**src/rtl/mem_rd_ctrl_pkg.sv**
```systemverilog
// mem_rd_pkg: shared FSM state type and output buffer depth for the packet read controller
package mem_rd_pkg;
  typedef enum logic [1:0] {IDLE, READ, CLEAR, WAIT} rd_state_t;
  localparam int FIFO_DEPTH = 2;
endpackage

```
**src/rtl/mem_rd_ctrl_if.sv**
```systemverilog
// mem_rd_ctrl_if: writer handshake, RAM read port and output stream of the read controller
interface mem_rd_ctrl_if #(parameter int AWIDTH = 4, parameter int DWIDTH = 8);
  logic              busy_i;
  logic [AWIDTH-1:0] wraddr_i;
  logic [AWIDTH-1:0] rdaddr_o;
  logic [DWIDTH-1:0] rddata_i;
  logic [DWIDTH-1:0] data_o;
  logic              val_o;
  logic              sop_o;
  logic              eop_o;
  logic              ready_i;
  logic              clr_o;
  modport slave (input busy_i, wraddr_i, rddata_i, ready_i,
                 output rdaddr_o, data_o, val_o, sop_o, eop_o, clr_o);
  modport master (output busy_i, wraddr_i, rddata_i, ready_i,
                  input rdaddr_o, data_o, val_o, sop_o, eop_o, clr_o);
endinterface

```
**src/rtl/mem_rd_ctrl_skid_fifo.sv**
```systemverilog
// rd_skid_fifo: two-entry buffer absorbing RAM read data under output backpressure
module rd_skid_fifo import mem_rd_pkg::*; #(parameter int W = 10) (
  input  logic         clk_i,
  input  logic         srst_i,
  input  logic         push,
  input  logic         pop,
  input  logic [W-1:0] din,
  output logic [W-1:0] dout,
  output logic [1:0]   cnt
);
  logic [W-1:0] mem [FIFO_DEPTH];
  logic         wr_idx;
  // slot for the incoming word, after any simultaneous pop has shifted the head out
  assign wr_idx = cnt[0] ^ pop;
  assign dout = mem[0];
  always_ff @(posedge clk_i or posedge srst_i)
    if (srst_i) begin
      mem <= '{default: '0};
      cnt <= '0;
    end else begin
      cnt <= cnt + {1'b0, push} - {1'b0, pop};
      if (pop) mem[0] <= mem[1];
      if (push) mem[wr_idx] <= din;
    end
endmodule

```
**src/rtl/mem_rd_ctrl.sv**
```systemverilog
// mem_rd_ctrl: drains a stored packet from RAM into a sop/eop framed valid/ready stream,
// then pulses clr_o to release the writer
module mem_rd_ctrl import mem_rd_pkg::*; #(parameter int AWIDTH = 4, parameter int DWIDTH = 8) (
  input logic          clk_i,
  input logic          srst_i,
  mem_rd_ctrl_if.slave bus
);
  rd_state_t         state;
  logic [AWIDTH:0]   len, issued;
  logic [AWIDTH-1:0] rdaddr;
  logic              inflight, tag_sop, tag_eop;
  logic [1:0]        cnt;
  logic [2:0]        occ;
  logic [DWIDTH+1:0] head;
  logic              pop, issue;
  assign pop = bus.val_o && bus.ready_i;
  // occupancy after this cycle's pop, so a draining buffer sustains one word per clock
  assign occ = {1'b0, cnt} + {2'b0, inflight} - {2'b0, pop};
  assign issue = state == READ && issued < len && occ < 3'(FIFO_DEPTH);
  always_ff @(posedge clk_i or posedge srst_i)
    if (srst_i) begin
      state    <= IDLE;
      len      <= '0;
      issued   <= '0;
      rdaddr   <= '0;
      inflight <= 1'b0;
      tag_sop  <= 1'b0;
      tag_eop  <= 1'b0;
    end else begin
      inflight <= issue;
      if (issue) begin
        rdaddr  <= rdaddr + 1'b1;
        issued  <= issued + 1'b1;
        tag_sop <= issued == '0;
        tag_eop <= issued == len - 1'b1;
      end
      case (state)
        IDLE: if (bus.busy_i) begin
          state  <= READ;
          len    <= {bus.wraddr_i == '0, bus.wraddr_i};
          issued <= '0;
          rdaddr <= '0;
        end
        READ:    if (pop && head[DWIDTH]) state <= CLEAR;
        CLEAR:   state <= WAIT;
        WAIT:    if (!bus.busy_i) state <= IDLE;
        default: state <= IDLE;
      endcase
    end
  rd_skid_fifo #(.W(DWIDTH + 2)) u_fifo (
    .clk_i  (clk_i),
    .srst_i (srst_i),
    .push   (inflight),
    .pop    (pop),
    .din    ({tag_sop, tag_eop, bus.rddata_i}),
    .dout   (head),
    .cnt    (cnt)
  );
  assign bus.rdaddr_o = rdaddr;
  assign bus.val_o    = cnt != 2'd0;
  assign bus.data_o   = head[DWIDTH-1:0];
  assign bus.sop_o    = bus.val_o && head[DWIDTH+1];
  assign bus.eop_o    = bus.val_o && head[DWIDTH];
  assign bus.clr_o    = state == CLEAR;
endmodule

```
**src/flat_wrapper.sv**
```systemverilog
// flat-port wrapper written by rule: the top's interface ports become plain ports
module mem_rd_ctrl_flat import mem_rd_pkg::*;
#(parameter int AWIDTH = 4, parameter int DWIDTH = 8)
  (clk_i, srst_i, bus_busy_i, bus_wraddr_i, bus_rddata_i, bus_ready_i, bus_rdaddr_o, bus_data_o, bus_val_o, bus_sop_o, bus_eop_o, bus_clr_o);
  mem_rd_ctrl_if #(.AWIDTH(AWIDTH), .DWIDTH(DWIDTH)) bus_i ();
  input logic clk_i;
  input logic srst_i;
  input wire logic [$bits(bus_i.busy_i)-1:0] bus_busy_i;
  input wire logic [$bits(bus_i.wraddr_i)-1:0] bus_wraddr_i;
  input wire logic [$bits(bus_i.rddata_i)-1:0] bus_rddata_i;
  input wire logic [$bits(bus_i.ready_i)-1:0] bus_ready_i;
  output wire logic [$bits(bus_i.rdaddr_o)-1:0] bus_rdaddr_o;
  output wire logic [$bits(bus_i.data_o)-1:0] bus_data_o;
  output wire logic [$bits(bus_i.val_o)-1:0] bus_val_o;
  output wire logic [$bits(bus_i.sop_o)-1:0] bus_sop_o;
  output wire logic [$bits(bus_i.eop_o)-1:0] bus_eop_o;
  output wire logic [$bits(bus_i.clr_o)-1:0] bus_clr_o;
  assign bus_i.busy_i = bus_busy_i;
  assign bus_i.wraddr_i = bus_wraddr_i;
  assign bus_i.rddata_i = bus_rddata_i;
  assign bus_i.ready_i = bus_ready_i;
  assign bus_rdaddr_o = bus_i.rdaddr_o;
  assign bus_data_o = bus_i.data_o;
  assign bus_val_o = bus_i.val_o;
  assign bus_sop_o = bus_i.sop_o;
  assign bus_eop_o = bus_i.eop_o;
  assign bus_clr_o = bus_i.clr_o;
  mem_rd_ctrl #(.AWIDTH(AWIDTH), .DWIDTH(DWIDTH)) u_core (.clk_i(clk_i), .srst_i(srst_i), .bus(bus_i));
endmodule
```
**config.mk**
```make
export PLATFORM = sky130hd
export DESIGN_NAME = mem_rd_ctrl_flat
export DESIGN_NICKNAME = d
export VERILOG_FILES = /design/src/rtl/mem_rd_ctrl_pkg.sv /design/src/rtl/mem_rd_ctrl_if.sv /design/src/rtl/mem_rd_ctrl_skid_fifo.sv /design/src/rtl/mem_rd_ctrl.sv /design/src/flat_wrapper.sv
export SDC_FILE = /design/constraint.sdc
export NUM_CORES = 1
export LEC_CHECK = 0
export CELL_PAD_IN_SITES_DETAIL_PLACEMENT = 0
export CELL_PAD_IN_SITES_GLOBAL_PLACEMENT = 1
export CORE_ASPECT_RATIO = 0.75
export CORE_MARGIN = 1
export CORE_UTILIZATION = 47
export CTS_CLUSTER_DIAMETER = 40
export DETAILED_ROUTE_END_ITERATION = 7
export MAX_ROUTING_LAYER = met4
export PLACE_DENSITY_LB_ADDON = 0.1
export SLEW_MARGIN = 20
export SYNTH_ARGS = -nofsm -noshare
export SYNTH_HDL_FRONTEND = slang
export SYNTH_HIERARCHICAL = 1
export SYNTH_SLANG_ARGS = --single-unit
```
**constraint.sdc**
```tcl
create_clock -name clk_i -period 5.6 [get_ports clk_i]
set_clock_uncertainty 0.2 [all_clocks]
set_input_delay 1.4 -clock clk_i [delete_from_list [all_inputs] [get_ports clk_i]]
set_output_delay 1.4 -clock clk_i [all_outputs]
set_load 0.01 [all_outputs]
```
After elaboration in Yosys (flattened, before gate mapping)
Cells that the tools add are included.
{"block": "op_classes", "eq_ne": 7, "muxes": 15, "add_sub_neg": 7, "n_bitwise": 2, "n_reduce_logical": 13, "n_lt_le_gt_ge": 4}
{"op": "$bwmux 20", "n": 1}
{"op": "$mux 10", "n": 2}
{"op": "$mux 20", "n": 1}
{"op": "$mux 5", "n": 3}
{"op": "$mux 4", "n": 3}
{"op": "$demux 10 s1", "n": 1}
{"op": "$pmux 2 s4", "n": 1}
{"op": "$logic_and 1x1->1", "n": 7}
{"op": "$mux 2", "n": 3}
{"op": "$ne 2x2->1 const B", "n": 3}
{"op": "$add 5x1->5 const B", "n": 1}
{"op": "$eq 5x5->1", "n": 1}
{"op": "$logic_not 5->1", "n": 1}
{"op": "$lt 5x5->1", "n": 1}
{"op": "$sub 5x1->5 const B", "n": 1}
{"op": "$add 4x1->4 const B", "n": 1}
{"op": "$eq 2x2->1 const B", "n": 2}
{"op": "$logic_not 4->1", "n": 1}
{"op": "$add 2x1->3", "n": 1}
{"op": "$lt 3x2->1 const B", "n": 1}
{"op": "$reduce_and 3->1", "n": 1}
{"op": "$sub 3x1->3", "n": 1}
{"op": "$add 2x1->2", "n": 1}
{"op": "$eq 2x1->1 const B", "n": 1}
{"op": "8 further kinds", "n": 8}
{"block": "totals", "reg_bits": 41, "word_cells": 58, "out_inout_bits": 16}

Longest topological paths before layout
{"block": "logic_depth", "depth_word": 10, "mapped_depth": 8, "depth_no_buf": 7}

By module
The synthesis kept the hierarchy.
{"mod": "mem_rd_ctrl", "instances": 1, "cells_per_inst": 135, "seq_area_each_um2": 475.5, "area_per_inst_um2": 1256.2}
{"mod": "rd_skid_fifo", "instances": 1, "cells_per_inst": 87, "seq_area_each_um2": 550.5, "area_per_inst_um2": 1149.9}

Worst setup path before layout
OpenSTA, ideal clock, no wires.
{"block": "synth_timing", "path_kind": "input port to flip-flop", "start": "input bus_ready_i", "end": "register u_core.issued[3]", "arrival_ns": 3.195, "path_stages": 7, "slack_ns": 2.128, "path_cell_list": "and3b_2 -> o21ai_0 -> fa_1 -> nand3b_1 -> a211o_1 -> or4_1 -> a21oi_1"}
{"block": "synth_via", "elab_chain_cells": 7}
{"element": "from (decl)", "line_no": "flat_wrapper.sv:11", "text": "input wire logic [$bits(bus_i.ready_i)-1:0] bus_ready_i;"}
{"element": "$logic_and 1x1->1 (*)", "line_no": "mem_rd_ctrl.sv:16", "text": "assign pop = bus.val_o && bus.ready_i;"}
{"element": "$sub 3x1->3 (*)", "line_no": "mem_rd_ctrl.sv:18", "text": "assign occ = {1'b0, cnt} + {2'b0, inflight} - {2'b0, pop};"}
{"element": "$lt 3x2->1 (*)", "line_no": "mem_rd_ctrl.sv:19", "text": "assign issue = state == READ && issued < len && occ < 3'(FIFO_DEPTH);"}
{"element": "$logic_and 1x1->1 (*)", "line_no": "mem_rd_ctrl.sv:19"}
{"element": "$mux 5 (*)", "line_no": "mem_rd_ctrl.sv:31", "text": "if (issue) begin"}
{"element": "$mux 5", "line_no": "mem_rd_ctrl.sv:38", "text": "IDLE: if (bus.busy_i) begin"}
{"element": "$mux 5 (*)", "line_no": "mem_rd_ctrl.sv:37", "text": "case (state)"}
{"element": "to (signal assigned)", "line_no": "mem_rd_ctrl.sv:33", "text": "issued <= issued + 1'b1;"}
{"element": "to (decl)", "line_no": "mem_rd_ctrl.sv:9", "text": "logic [AWIDTH:0] len, issued;"}
Every way passes the cells marked *; elsewhere a longest branch is shown, timed or not.
A chain may end at the register's enable or synchronous reset.

Worst setup path after layout
{"block": "layout_timing", "start": "input bus_ready_i", "end": "register u_core.rdaddr[2] (netlist: u_core/bus.rdaddr_o[2])"}
{"block": "layout_via", "elab_chain_cells": 7}
{"element": "$logic_and 1x1->1 (*)", "line_no": "mem_rd_ctrl.sv:16"}
{"element": "$sub 3x1->3 (*)", "line_no": "mem_rd_ctrl.sv:18"}
{"element": "$lt 3x2->1 (*)", "line_no": "mem_rd_ctrl.sv:19"}
{"element": "$logic_and 1x1->1 (*)", "line_no": "mem_rd_ctrl.sv:19"}
{"element": "$mux 4 (*)", "line_no": "mem_rd_ctrl.sv:31"}
{"element": "$mux 4", "line_no": "mem_rd_ctrl.sv:38"}
{"element": "$mux 4 (*)", "line_no": "mem_rd_ctrl.sv:37"}
{"element": "to (signal assigned)", "line_no": "mem_rd_ctrl.sv:32", "text": "rdaddr <= rdaddr + 1'b1;"}
{"element": "to (decl)", "line_no": "mem_rd_ctrl.sv:10", "text": "logic [AWIDTH-1:0] rdaddr;"}
Marks and branches as above.

==> impl_metrics.py <==
metrics = {
    "outcome": {
        "status": "complete, no violations",
    },
    "setup_path": {
        "cp_slowest_cell": "a211oi_1",
        "crit_start": "bus_ready_i",
        "path_cells": "clkdlybuf4s50_1 -> and3b_2 -> o21ai_0 -> fa_1 -> nand3b_1 -> a211oi_1 -> a31oi_1 -> a31o_2",
        "criticalPathCategory": "primary input to flip-flop",
        "worstPathRequired_ns": 5.58,
        "end_kind": "flip-flop",
        "worst_path_largest_cell_delay_ns": 0.73,
        "crit_fanout": 6,
        "cp.arrival_ns": 4.00,
        "r2r_start": "u_core/u_fifo/cnt[0]$_DFF_PP0_",
        "start_kind": "primary input",
    },
    "drt": {
        "drt_pre_antenna_iters": 6,
        "via_per_inst": 5.53,
        "wl_per_cell_um": 15.8,
        "wirelength_um": 4830,
        "first_iter_violations": 94,
        "drc": 0,
        "vias": 1692,
        "antenna_left": 0,
    },
    "die": {
        "ios": 32,
        "die_area_sq_um": 5410,
        "num_rows": 22,
        "core-area_sq_um": 4900,
        "die_h_um": 64.0,
        "fp.dieW_um": 84.6,
        "start_util": 0.491,
    },
    "clock_tree": {
        "postCtsSetupRepairBufs": 0,
        "root_buffer": "clkbuf_8",
        "clock_latency_ns": 0.29,
        "cts_tree": "built",
        "path_clk_slew_ns": 0.08,
        "cts_buffers": 5,
        "post_cts_resized": 0,
        "cts.sink_count": 41,
        "htreeDepth": 2,
        "cts_buffer_depth": 2,
        "cts.hold.buffers_added": 0,
    },
    "synthesis": {
        "syn_area_sq_um": 2410,
        "synthFlopType": "dfrtp_1",
        "synth-adder-area-share": 0.0915,
        "synth_simple_gate_area_share": 0.134,
        "yosysSeqAreaShare": 0.426,
        "synth-async-reset-ratio": 1.00,
        "syn_area_per_cell_sq_um": 10.8,
        "syn_inst": 222,
        "syn-num-nets": 255,
        "synth_edf_count": 0,
        "synth_mux_area_frac": 0.129,
        "synth_top_family_by_area": "simple AND/OR/NAND/NOR gates",
        "synth_cell_types": 44,
        "synth-xor-area-share": 0.0359,
        "ys_ff_latch": 41,
        "yosysWarnings": 6,
        "synth_compound_area_frac": 0.116,
    },
    "placement": {
        "dp_cells": 298,
        "hpwl_um": 3540,
        "place.port_buffers": 31,
        "gp_routability_congestion": 0.788,
    },
    "sta": {
        "setup_tns_ns": 0,
        "hold_viol_final": 0,
        "setup_viol": 0,
        "rsz0062_at_grt": "no",
        "worst_pin_slew_ns": 0.860,
        "drv_slew": 0,
        "slew_headroom": 0.423,
        "layout_min_cycle_time_ns": 4.02,
        "hold_ws_ns": 0.308,
        "fmax_ghz": 0.249,
        "fin_crit_sh": 0.719,
    },
    "finish": {
        "num_antenna_cells": 0,
        "n_fill_cell": 422,
        "area_growth_pct": 16.2,
        "final_nets": 278,
        "fin_cells": 306,
        "fin_util": 0.571,
        "drive_above_1_share": 0.102,
    },
    "grt": {
        "gr-usage-met3": 0.0388,
        "grt_first_pass_wirelength_um": 8220,
        "grt_pass1_vias": 1664,
        "grt_usage": 0.204,
        "antenna_found_initial": 0,
        "grt_max_degree": 23,
        "grt-busiest-layer": "met1",
        "met2_usage": 0.268,
        "grtUsageMet1": 0.311,
        "grt_overflow": 0,
    },
    "hold_path": {
        "hold_path.class": "flip-flop to flip-flop",
    },
    "pwr": {
        "p_leak_uw": 0.00135,
        "vdd_ir_drop_max_uv": 189,
        "p_per_area_nw_per_um2": 500,
    },
    "job": {
        "cap_violations": 0,
    },
}
==> where the power goes <==
group / internal, uW / switching (uW) / total, uW
logic: 347 / 329 / 676
clock network: 111 / 102 / 214
registers: 410 / 97.4 / 507
==> cell usage in the layout, fill, tap and decap left out, drive strengths merged, types with 3 or more instances in the layout <==
cell           instances
nand2                 10
mux2                  11
nand3                  7
nor2b                  6
a21oi                  9
inv                   15
ha                    16
dfrtp                 41
a211o                  6
nor3b                  6
xnor2                  6
o31ai                  3
mux2i                 15
o21ai                 14
clkdlybuf4s50         31
or4                    3
clkbuf                 7
xor2                   3
nor2                   6
and3                   5
==> synth_stat cells, types with 3 or more instances <==
cell | count | area [sq um]
a21oi_1 | 9 | 45.0
nor2b_1 | 6 | 37.5
nor3b_1 | 6 | 45.0
a211o_1 | 6 | 52.6
dfrtp_1 | 41 | 1030
ha_1 | 16 | 200
mux2i_1 | 15 | 150
o21ai_0 | 14 | 70.1
or4_1 | 3 | 22.5
buf_4 | 11 | 82.6
xnor2_1 | 6 | 52.6
mux2_4 | 10 | 150
nand2_1 | 9 | 33.8
nand3_1 | 7 | 35.0
o31ai_1 | 3 | 22.5
inv_1 | 15 | 56.3
and3_1 | 5 | 31.3
nor2_1 | 6 | 22.5
==> metal layers <==
| layer | vias up | wire (um) |
|---|---|---|
| met3 | 5 | 165 |
| met5 | - | 0 |
| met2 | 36 | 1930 |
| met4 | 0 | 44 |
| li1 | 828 | - |
| met1 | 823 | 2690 |
==> stage by stage <==
step | instance area [sq um] | power (uW) | setup slack [ns]
CTS | 2800 | 1410 | 1.63
global route | 2800 | 1510 | 1.46
global placement | 2700 | 1150 | 1.37
detailed placement | 2700 | 1190 | 1.33
finish | 2800 | 1400 | 1.58
floorplan | 2410 | 1010 | 2.13
==> final timing paths <==
path,to,slack (ns),cells after the start
max in group asynchronous,u_core/u_fifo/dout[8]$_DFF_PP0_,3.27,2
max reg2reg,u_core/bus.rdaddr_o[2]$_DFF_PP0_,2.63,7
min,flip-flop,0.31,1
min reg2reg,flip-flop,0.31,1
max,u_core/bus.rdaddr_o[2]$_DFF_PP0_,1.58,8
min in group asynchronous,u_core/state[1]$_DFFE_PP0P_,1.38,2
==> worst max-delay path: cells and delay by family <==
kind,cells,cell delay [ns]
compound gates,4,1.26
buf+inv,1,0.52
fa+ha+maj,1,0.50
simple gates,2,0.32
==> kinds of logic (layout without fill, tap and decap cells) <==
| family | Yosys count | count (layout) |
|---|---|---|
| mux | 26 | 26 |
| flops | 41 | 41 |
| fa+ha+maj | 17 | 17 |
| compound gates | 43 | 43 |
| buf+inv | 31 | 55 |
| xor+xnor | 9 | 9 |
| simple gates | 55 | 55 |
==> layout make-up <==
class | count | area, sq um | share of cell area
Inverter | 15 | 56.3 | 0.0201
Multi-Input combinational cell | 150 | 1220 | 0.436
Tap cell | 60 | 75.1 | 0.0268
Sequential cell | 41 | 1030 | 0.367
Clock inverter | 1 | 5.00 | 0.00179
Clock buffer | 7 | 96.3 | 0.0345
Timing Repair Buffer | 32 | 318 | 0.114
(Power assumes the default switching activity.)
